<file path="src/rtl/dmem_req_stage_pkg.sv">
// Shared types for the data-memory request stage: access widths, FSM states and
// the slice of execute-stage state the stage consumes.
package dmem_req_stage_pkg;

  typedef enum logic [1:0] {
    BYTE = 2'd0,
    HALF = 2'd1,
    WORD = 2'd2
  } mem_width_t;

  typedef enum logic [1:0] {
    IDLE = 2'd0,
    REQ  = 2'd1,
    WAIT = 2'd2
  } dmem_fsm_t;

  typedef struct packed {
    logic [31:0] alu_out;
    logic        mem_read;
    logic        mem_write;
    mem_width_t  mem_width;
  } exec_state_t;

endpackage

</file>
<file path="src/rtl/dmem_req_stage_store_align.sv">
// dmem_store_align: byte enables and lane-replicated store data for a sub-word access
// at byte offset off_i within the addressed word.
module dmem_store_align
  import dmem_req_stage_pkg::*;
(
  input  mem_width_t  width_i,
  input  logic [1:0]  off_i,
  input  logic [31:0] wdata_i,
  output logic [3:0]  be_o,
  output logic [31:0] wdata_o
);

  always_comb begin
    case (width_i)
      BYTE:    be_o = 4'b0001 << off_i;
      HALF:    be_o = 4'b0011 << off_i;
      default: be_o = 4'b1111;
    endcase
  end

  // Replicating the narrow datum into every lane lets the enables alone pick the target bytes.
  for (genvar gi = 0; gi < 4; gi++) begin : g_lane
    assign wdata_o[8*gi +: 8] = (width_i == BYTE) ? wdata_i[7:0] :
                                (width_i == HALF) ? wdata_i[8*(gi%2) +: 8] :
                                                    wdata_i[8*gi +: 8];
  end

endmodule

</file>
<file path="src/rtl/dmem_req_stage.sv">
// dmem_req_stage: single-outstanding data-memory request stage with a watchdog abort.
// Define DMEM_MISALIGN_TRAP_EN to flag misaligned HALF/WORD accesses instead of truncating the offset.
module dmem_req_stage
  import dmem_req_stage_pkg::*;
#(
  parameter int unsigned MAX_WAIT = 255
) (
  input  logic        clk_i,
  input  logic        rst_ni,
  input  logic        valid_i,
  input  exec_state_t exec_state_i,
  input  logic [31:0] wdata_i,
  input  logic        squash_i,
  output logic        dmem_req_o,
  output logic        dmem_we_o,
  output logic [31:0] dmem_addr_o,
  output logic [3:0]  dmem_be_o,
  output logic [31:0] dmem_wdata_o,
  input  logic        dmem_gnt_i,
  input  logic        dmem_rvalid_i,
  input  logic        dmem_err_i,
  output logic        stall_o,
  output logic        done_o,
  output logic        bus_err_o,
  output logic        misalign_o
);

  localparam int unsigned      CNT_W    = $clog2(MAX_WAIT + 1);
  localparam logic [CNT_W-1:0] CNT_LAST = CNT_W'(MAX_WAIT - 1);

  dmem_fsm_t        state_q;
  logic [CNT_W-1:0] cnt_q;
  logic             squash_q;
  logic             we_q;
  logic [31:0]      addr_q;
  logic [3:0]       be_q;
  logic [31:0]      wdata_q;

  logic [1:0]  off;
  logic [1:0]  eff_off;
  logic        is_mem;
  logic        access;
  logic        complete;
  logic        timeout;
  logic        killed;
  logic [31:0] addr_c;
  logic [3:0]  be_c;
  logic [31:0] wdata_c;

  assign off    = exec_state_i.alu_out[1:0];
  assign is_mem = exec_state_i.mem_read | exec_state_i.mem_write;
  assign addr_c = {exec_state_i.alu_out[31:2], 2'b00};

`ifdef DMEM_MISALIGN_TRAP_EN
  assign misalign_o = ((exec_state_i.mem_width == HALF) & off[0]) |
                      ((exec_state_i.mem_width == WORD) & (off != 2'b00));
  assign eff_off    = off;
`else
  assign misalign_o = 1'b0;
  assign eff_off    = (exec_state_i.mem_width == BYTE)            ? off :
                      ((exec_state_i.mem_width == HALF) & ~off[0]) ? off : 2'b00;
`endif

  assign access = valid_i & is_mem & ~squash_i & ~misalign_o;

  dmem_store_align u_align (
    .width_i (exec_state_i.mem_width),
    .off_i   (eff_off),
    .wdata_i (wdata_i),
    .be_o    (be_c),
    .wdata_o (wdata_c)
  );

  // IDLE drives the bus straight from execute so a ready slave can finish in one cycle.
  always_comb begin
    dmem_req_o   = 1'b0;
    dmem_we_o    = we_q;
    dmem_addr_o  = addr_q;
    dmem_be_o    = be_q;
    dmem_wdata_o = wdata_q;
    complete     = 1'b0;
    timeout      = 1'b0;
    stall_o      = 1'b0;
    case (state_q)
      IDLE: begin
        dmem_req_o   = access;
        dmem_we_o    = access & exec_state_i.mem_write;
        dmem_addr_o  = access ? addr_c  : '0;
        dmem_be_o    = access ? be_c    : '0;
        dmem_wdata_o = access ? wdata_c : '0;
        complete     = access & dmem_gnt_i & dmem_rvalid_i;
        stall_o      = access & ~complete;
      end
      REQ: begin
        timeout    = (cnt_q == CNT_LAST);
        dmem_req_o = ~timeout;
        complete   = ~timeout & dmem_gnt_i & dmem_rvalid_i;
        stall_o    = ~timeout & ~complete;
      end
      WAIT: begin
        complete = dmem_rvalid_i;
        timeout  = (cnt_q == CNT_LAST) & ~dmem_rvalid_i;
        stall_o  = ~complete & ~timeout;
      end
      default: dmem_req_o = 1'b0;
    endcase
  end

  // A squash after issue only silences the completion; the bus handshake still finishes.
  assign killed    = (state_q != IDLE) & (squash_q | squash_i);
  assign done_o    = complete & ~killed;
  assign bus_err_o = ((complete & dmem_err_i) | timeout) & ~killed;

  always_ff @(posedge clk_i or negedge rst_ni) begin
    if (!rst_ni) begin
      state_q  <= IDLE;
      cnt_q    <= '0;
      squash_q <= 1'b0;
      we_q     <= 1'b0;
      addr_q   <= '0;
      be_q     <= '0;
      wdata_q  <= '0;
    end else begin
      case (state_q)
        IDLE: begin
          cnt_q    <= '0;
          squash_q <= 1'b0;
          if (access && !complete) begin
            state_q <= dmem_gnt_i ? WAIT : REQ;
            we_q    <= exec_state_i.mem_write;
            addr_q  <= addr_c;
            be_q    <= be_c;
            wdata_q <= wdata_c;
          end
        end
        REQ: begin
          cnt_q    <= cnt_q + CNT_W'(1);
          squash_q <= squash_q | squash_i;
          if (timeout) begin
            state_q <= IDLE;
          end else if (dmem_gnt_i) begin
            state_q <= dmem_rvalid_i ? IDLE : WAIT;
          end
        end
        WAIT: begin
          cnt_q    <= cnt_q + CNT_W'(1);
          squash_q <= squash_q | squash_i;
          if (complete || timeout) begin
            state_q <= IDLE;
          end
        end
        default: state_q <= IDLE;
      endcase
    end
  end

endmodule

</file>
<file path="config.mk">
export PLATFORM = sky130hd
export DESIGN_NAME = dmem_req_stage
export DESIGN_NICKNAME = d
export VERILOG_FILES = /design/src/rtl/dmem_req_stage_pkg.sv /design/src/rtl/dmem_req_stage_store_align.sv /design/src/rtl/dmem_req_stage.sv
export SDC_FILE = /design/constraint.sdc
export NUM_CORES = 1
export LEC_CHECK = 0
export CORE_ASPECT_RATIO = 0.6
export CORE_UTILIZATION = 47
export CTS_BUF_LIST = sky130_fd_sc_hd__clkbuf_8
export CTS_CLUSTER_DIAMETER = 60
export CTS_CLUSTER_SIZE = 40
export DETAILED_ROUTE_END_ITERATION = 10
export PLACE_DENSITY = 0.83
export SLEW_MARGIN = 20
export SYNTH_ARGS = -nofsm -noshare
export SYNTH_HDL_FRONTEND = slang
export SYNTH_SLANG_ARGS = --single-unit
</file>
<file path="constraint.sdc">
create_clock -name clk_i -period 2.6 [get_ports clk_i]
set_clock_uncertainty 0.15 [all_clocks]
set_input_delay 0.26 -clock clk_i [delete_from_list [all_inputs] [get_ports clk_i]]
set_output_delay 0.26 -clock clk_i [all_outputs]
set_load 0.03 [all_outputs]
</file>
=== Word-level counts from Yosys, hierarchy flattened ===
Index checks and enable logic that the tools add are counted.
W data, S select, Z words.

* Reductions and logical operators: 10
* Bitwise operators: 27
* Shift operators: 2
* Eq/ne operators: 7
* Multiplexer cells: 28
* Add/subtract/negate cells: 1

{| class="wikitable"
|+ Operators with widths
! cell !! number
|-
| $mux W32 || 4
|-
| $mux W8 || 5
|-
| $and A1 B1 Y1 || 16
|-
| $mux W2 || 8
|-
| $pmux W8 S2 || 1
|-
| $add A8 B1 Y8 const B || 1
|-
| $eq A8 B8 Y1 const B || 1
|-
| $mux W4 || 2
|-
| $not A1 Y1 || 8
|-
| $pmux W4 S2 || 1
|-
| $pmux W1 S2 || 3
|-
| $pmux W1 S3 || 2
|-
| $pmux W2 S3 || 1
|-
| $eq A2 B1 Y1 const B || 2
|-
| $logic_not A2 Y1 || 2
|-
| $ne A2 B2 Y1 const B || 2
|-
| $reduce_bool A2 Y1 || 2
|-
| $shl A1 B2 Y4 const A || 1
|-
| $shl A2 B2 Y4 const A || 1
|-
| $ne A3 B3 Y1 const B || 1
|-
| $or A1 B1 Y1 || 3
|-
| $reduce_and A3 Y1 || 1
|-
| $eq A2 B2 Y1 const B || 1
|-
| $reduce_and A2 Y1 || 1
|-
| 5 further kinds || 5
|}

* Word-level logic and storage cells: 82
* Output and inout port bits: 74
* Bits in registers: 78
* Input port bits: 75

=== Longest topological paths before layout ===
* Depth in word-level cells: 10
* Depth in mapped cells: 8
* Gate-level depth less buffers: 6

=== By module ===
A second synthesis with hierarchy kept.

* Cell total of the unflattened synthesis: 459
* Area total of the unflattened synthesis: 4857.2 um^2

{| class="wikitable"
|+ Modules (own cells, without submodules)
! module !! instances !! area each (um^2) !! seq. area each (um^2) !! cells an instance
|-
| dmem_req_stage || 1 || 4362.9 || 1951.9 || 398
|-
| dmem_store_align || 1 || 494.2 || 0.0 || 61
|}

=== Worst setup path after synthesis ===
No wires, ideal clock.

* Kind: register -> output
* Start: reg state_q[0]
* End: out done_o
* Stages on the path, launching flop included: 6
* Buffers on the path: 0
* Required time: 2.190 ns
* Data arrival time: 2.126 ns
* Setup slack: 0.064 ns
* Cells stage by stage: dfrtp_1 inv_1 ha_1 nand3_1 and3_1 nor4_1

* Word-level cells in the longest chain between the ends: 4
* Elaborated cells between the ends (all ways): 8
* Those cells by class: 2 x eq/ne; 1 x mux; 3 x bitwise; 2 x reduce/logical

{| class="wikitable"
|+ Ends and longest elaborated chain
! element !! line !! RTL
|-
| start, declared || dmem_req_stage.sv:31 || <nowiki>dmem_fsm_t state_q;</nowiki>
|-
| start signal, assigned || dmem_req_stage.sv:129 || <nowiki>state_q <= dmem_gnt_i ? WAIT : REQ;</nowiki>
|-
| start signal, assigned || dmem_req_stage.sv:142 || <nowiki>state_q <= dmem_rvalid_i ? IDLE : WAIT;</nowiki>
|-
| branches (longest 3 deep; another with $pmux W1 S3) || - ||
|-
| $and A1 B1 Y1 * || dmem_req_stage.sv:111 || <nowiki>assign done_o = complete & ~killed;</nowiki>
|-
| end, declared || dmem_req_stage.sv:23 || <nowiki>output logic done_o,</nowiki>
|}

Mark *: on every way between the ends.

=== Final worst setup path ===
* Start: in exec_state_i[0] in the netlist's numbering
* End: out dmem_wdata_o[13]

* Word-level cells in the longest chain between the ends: 4

{| class="wikitable"
|+ Ends and longest elaborated chain
! element !! line !! RTL
|-
| start, declared || dmem_req_stage.sv:11 || <nowiki>input exec_state_t exec_state_i,</nowiki>
|-
| $logic_not A2 Y1 || - ||
|-
| $mux W8 || dmem_req_stage_store_align.sv:23 || <nowiki>assign wdata_o[8*gi +: 8] = (width_i == BYTE) ? wdata_i[7:0] :</nowiki>
|-
| $mux W32 || dmem_req_stage.sv:90 || <nowiki>dmem_wdata_o = access ? wdata_c : '0;</nowiki>
|-
| $mux W32 || dmem_req_stage.sv:84 || <nowiki>case (state_q)</nowiki>
|-
| end, declared || dmem_req_stage.sv:18 || <nowiki>output logic [31:0] dmem_wdata_o,</nowiki>
|}

No other way between the ends.

==> impl_metrics.csv <==
group,metric,value,unit
run_status,status,"complete, no violations",
detailed_routing,wire_per_inst,18.3,um
sta,slew_headroom,0.621,
global_routing,antenna_found_initial,0,
power_and_ir_drop,max-vdd-ir-drop,0.643,mV
yosys,yosys_warnings,0,
sta,rsz0062_at_grt,"no",
yosys,synth.most_common_cell,"dfrtp_1",
power_and_ir_drop,power.leakage,2.75,nW
detailed_routing,drt-total-wl,12400,um
critical_path,critPathTopFamily,"buffers and inverters",
die,die_area,9670,sq um
detailed_routing,vias_per_cell,5.72,
die,die_h,76.6,um
cts,cts_tree,"built",
detailed_routing,drtIter0Drc,322,
power_and_ir_drop,power_density,1150,nW/um^2
detailed_routing,vias,3875,
finish,multi_input_area,2150,sq um
global_routing,grt_use_met3,0.0702,
finish,seqCellArea,1950,sq um
flow_run,max-cap-violations,0,
yosys,synthTopCellsByCount,"dfrtp_1 (78), nand2_1 (51), o21ai_0 (48)",
yosys,synth_edf_count,0,
critical_path,crit_path_end_kind,"output port",
place,port_buffers,145,
die,initial_utilization,0.498,
global_routing,grt_usage,0.268,
die,die_w,126,um
global_routing,grt_use_met2,0.428,
finish,syn2layout_area_growth,38.6,%
critical_path,path_cells,"clkdlybuf4s50_1, nor2_2, mux2i_1, o2bb2ai_1, buf_12",
die,num_io_pins,149,
cts,clock_sinks,78,
cts,cts-buffers-inserted,9,
cts,clockBufferDepth,2,
critical_path,cp_num_buf_inv,2,
place,post-place-ws,158,ps
detailed_routing,drtAntennaViolNets,0,
place,place_inst,660,
global_routing,busiest_layer,"met2",
finish,fill_cells,701,
detailed_routing,drc_errors,0,
yosys,post_synth.cell_area_avg,10.4,sq um
critical_path,crit_type,"in -> out",
sta,totalNegativeSetupSlack,0,ps
cts,insertion_delay,360,ps
yosys,post_synth_num_cell_types,46,
critical_path,cpPeakStageDelay,570,ps
yosys,async_flop_share,1.00,
place,place_hpwl,9160,um
finish,layout.nets,641,
sta,finalHoldViolations,0,
critical_path,required,2190,ps
sta,setup_violations,0,
yosys,syn_area,4360,sq um
critical_path,arrival,2070,ps
yosys,synthTopCellsByArea,"dfrtp_1 (45%), mux2_2 (9.3%), a22o_1 (8.6%)",
sta,setup_ws,119,ps
cts,root_buffer,"clkbuf_8",
global_routing,grt_max_degree,54,
yosys,synthFlopType,"dfrtp_1",
detailed_routing,firstDrtPassIters,4,
critical_path,slowest_stage,"mux2i_1",
yosys,seq_area_frac_synth,0.448,
critical_path,cp_max_fo,7,
sta,min_period,2480,ps
yosys,ys_ff_latch,78,
die,coreArea,8750,sq um
global_routing,grt-ovfl-total,0,
finish,layout.cells.non_filler,677,
global_routing,grt_pass1_vias,3876,
yosys,yosys.area.top_type_share,0.448,
critical_path,r2r_cells,5,
worst_hold_path,min_path_type,"in -> async",
place,gp_congestion,0.801,
yosys,synth_cells,419,
finish,num_antenna_cells,0,
cts,clk_pin_slew,80,ps
sta,drv_slew,0,
sta,max_freq,403,MHz
cts,h-tree-depth,3,
sta,min_period_over_period,0.954,
critical_path,worst-path-stages,5,
global_routing,grt.met1_usage,0.355,
sta,tightest_slew,553,ps
sta,holdWs,278,ps
global_routing,grt_pass1_wl,19900,um
critical_path,critPathLaunchType,"input pin",
die,row_count,26,
yosys,yosysTopAreaCell,"dfrtp_1",
finish,drive_above_1_share,0.258,
[worst paths after layout]
check | startpoint | slack (ps) | endpoint
hold / removal | rst_ni | 280 | be_q[0]
setup reg to reg | state_q[0] | 430 | addr_q[22]
hold reg to reg | wdata_q[12] | 340 | wdata_q[12]
min in group clk_i | wdata_q[12] | 340 | wdata_q[12]
setup / recovery | exec_state_i[0] | 120 | dmem_wdata_o[13]
max in group asynchronous | rst_ni | 1310 | wdata_q[22]
[worst reg2reg max path, stage by stage, from the launching register on]
cell and delay, ps:
dfrtp_1 400, ha_1 330, nand2b_4 220, o2111ai_4 300
buf_12 270, mux2_2 390
[layer usage]
metal  wire (um)  share of wire
met1        5500           0.44
met2        5650           0.46
met5           0              0
met4         253          0.020
met3         978          0.079
[repair_timing]
item / 4_1_cts / 5_1_grt
gates resized for setup: 1 / 2
endpoints found under the hold margin: 43 / 0
buffers inserted: 0 / 0
hold buffers: 1 / 0
cloned: 0 / 0
setup endpoints to repair: 2 / 22
[area by class of cell]
cell class,count,area share
tap,112,0.0232
sequential,78,0.323
clock buffer,13,0.0296
clock inverter,3,0.00290
multi-input combinational,293,0.356
inverter,17,0.0106
timing repair buffer,161,0.254
[power breakdown]
part	internal (W)	switching, W
logic	0.00173	0.00224
registers	0.00176	0.000304
clock network	0.000448	0.000445
[sequential cells by signal, indices dropped and copies added (netlist names)]
register / flops
state_q: 2
cnt_q: 8
wdata_q: 32
squash_q: 1
we_q: 1
addr_q: 30
be_q: 4
[metrics by stage]
step | instance area [sq um] | util | power, W
finish | 6040 | 0.690 | 0.00693
CTS | 6030 | 0.689 | 0.00695
detailed placement | 5820 | 0.665 | 0.00604
floorplan | 4360 | - | 0.00452
global route | 6040 | 0.690 | 0.00732
global placement | 5820 | 0.665 | 0.00593
[cell families after synthesis]
group / after synthesis / share of synthesized area
muxes: 65 / 0.161
xor gates and xnor gates: 2 / 0.00402
other: 1 / 0.000861
adders and majority gates: 7 / 0.0195
DFF: 78 / 0.448
AOI/OAI and AO/OA: 132 / 0.217
and+or+nand+nor: 84 / 0.0879
buffers and inverters: 50 / 0.0617
[layout by cell type (no fill, tap or decap), types with 2 or more instances in the layout]
cell type / netlist / routed
o22ai_1: 2 / 2
nor2_1: 8 / 8
nand4_1: 2 / 2
clkdlybuf4s50_1: 0 / 73
nand2_1: 51 / 51
inv_1: 16 / 17
nand3_1: 6 / 5
xor2_1: 2 / 2
a21oi_1: 7 / 7
dfrtp_1: 78 / 78
o21ai_1: 2 / 2
mux2_2: 36 / 36
mux2_1: 3 / 3
o2bb2ai_1: 20 / 20
o21a_1: 2 / 2
o21ai_0: 48 / 48
buf_12: 0 / 11
mux2i_1: 26 / 26
and3_1: 3 / 2
nor2_2: 2 / 2
clkbuf_8: 0 / 13
buf_4: 3 / 75
conb_1: 1 / 3
or3_1: 2 / 2
ha_1: 6 / 5
a22o_1: 43 / 43
Power figures use the tool's default switching activity.
==> patch: new RTL, same settings <==
`MAX_WAIT`: 255 -> 510.
--- a/src/rtl/dmem_req_stage.sv
+++ b/src/rtl/dmem_req_stage.sv
@@ -5,3 +5,3 @@
 #(
-  parameter int unsigned MAX_WAIT = 255
+  parameter int unsigned MAX_WAIT = 510
 ) (
Function: no difference found for any inputs over 4 cycles, from zero or initial values and one cycle with rst_ni low; that may be too few to reach the edited logic, so the function may still have changed.
==> patch against the unedited design <==
  * Sequential cell count grew 1
  * Clock power about the same
  * Combinational power down 3%
  * Power decreased by 1.1%
  * Synthesized cell count fell by 0.95%
  * Design area increased by 0.17%
  * Sequential share of layout area grew 0.36 points
  * Synthesized area shrank 0.57%
  * Setup slack worse by 0.052 ns
  * Global-route usage is 2.5 points lower
  * Routed wire length fell by 7.2%
==> patch: results (changes against the unedited design) <==
- Ranking of synthesized cells by area: dfrtp_1 46%, mux2_2 10%, a22o_1 10%, mux2i_1 6.0%, nand2_1 4.7% (was dfrtp_1 45%, mux2_2 9.3%, a22o_1 8.6%, mux2i_1 6.0%, o21ai_0 5.5%)
- Netlist cell types: 45 (was 46)
- Critical Path End: bus_err_o (was dmem_wdata_o[13])
- Avg Cell Area, Syn: 10.44 µm² (was 10.40 µm²)
- Placed Cells: 654 (was 660)
- Non-Filler Instances: 669 (was 677)
- Top flop regs: wdata_q x32, addr_q x30, cnt_q x9 (was wdata_q x32, addr_q x30, cnt_q x8)
- R2R Setup Slk: 0.57 ns (was 0.43 ns)
- HPWL after DPL: 8116 µm (was 9158 µm)
- Post-DR wirelength/cell: 17.18 µm (was 18.29 µm)
- Crit path max-delay family: simple AND/OR/NAND/NOR gates (was buffers and inverters)
- Critical-path maximum fanout: 6 (was 7)
- Worst Setup SP: state_q[0]$_DFFE_PN0P_ (was exec_state_i[0])
- Fmax achieved: 0.3948 GHz (was 0.4031 GHz)
- Mux contribution to synthesized area: 0.1615 (was 0.1605)
- Worst min path class: reg -> reg (was in -> async)
- Compound-Gate Fraction of Synth Area: 0.2080 (was 0.2174)
- Placer Congestion: 0.8264 (was 0.8013)
- Global-route wire length before repair: 18520 µm (was 19870 µm)
- CTS resizes: 7 (was 1)
- Routed vias: 3784 (was 3875)
- Largest net degree at the start of global routing: 80 (was 54)
- Fraction of layout instances using a drive strength above 1: 0.2693 (was 0.2584)
- Post-Synth Adder-Cell Area: 0.01964 (was 0.01953)
- All-Layer GR Usage: 0.2437 (was 0.2683)
- Hold_ws: 0.3325 ns (was 0.2780 ns)
- Internal: 3905 µW (was 3941 µW)
- Sequential share of the synthesized area: 0.4564 (was 0.4480)
- Critical-path top delay cell: dfrtp_1 (was mux2i_1)
- Outcome: completed (unchanged)
- Tightest Pin Transition: 0.7218 ns (was 0.5528 ns)
- Initial DRC count: 297 (was 322)
- Leakage: 0.002746 µW (was 0.002753 µW)
patch: changes by cell type after synthesis, moves of 4 or more:
cell / change
a22o_1: +7
buf_1: +4
o21ai_0: -16
buf_6: -8
inv_1: -6
buf_2: +5
nand3_1: +5
nor2_1: +4
patch: area by class of cell:
| cell class | count | area [µm²] |
|---|---|---|
| multi-input cells | 294 | 2216 |
| fillers | 677 | 2669 |
| clock inverters | 4 | 47.55 |
| clock buffers | 10 | 137.6 |
| well taps | 112 | 140.1 |
| repair buffers | 160 | 1494 |
| inverters | 10 | 37.54 |
| flip-flops and latches | 79 | 1977 |
patch: power groups by stage:
stage                     logic (µW)  clock network [µW]  registers [µW]
after floorplan                 2520                   0            2010
after detailed placement        3840                   0            2100
after global placement          3770                   0            2070
final                           3870                 894            2090
after global routing            4110                 980            2150
after CTS                       3880                 917            2080
patch: layer usage:
metal,track usage,up-vias,share of wire
met4,0.04699,0,0.0070
met2,0.3818,120,0.45
met5,0,-,0
li1,-,1796,-
met1,0.3317,1858,0.47
met3,0.08006,10,0.073
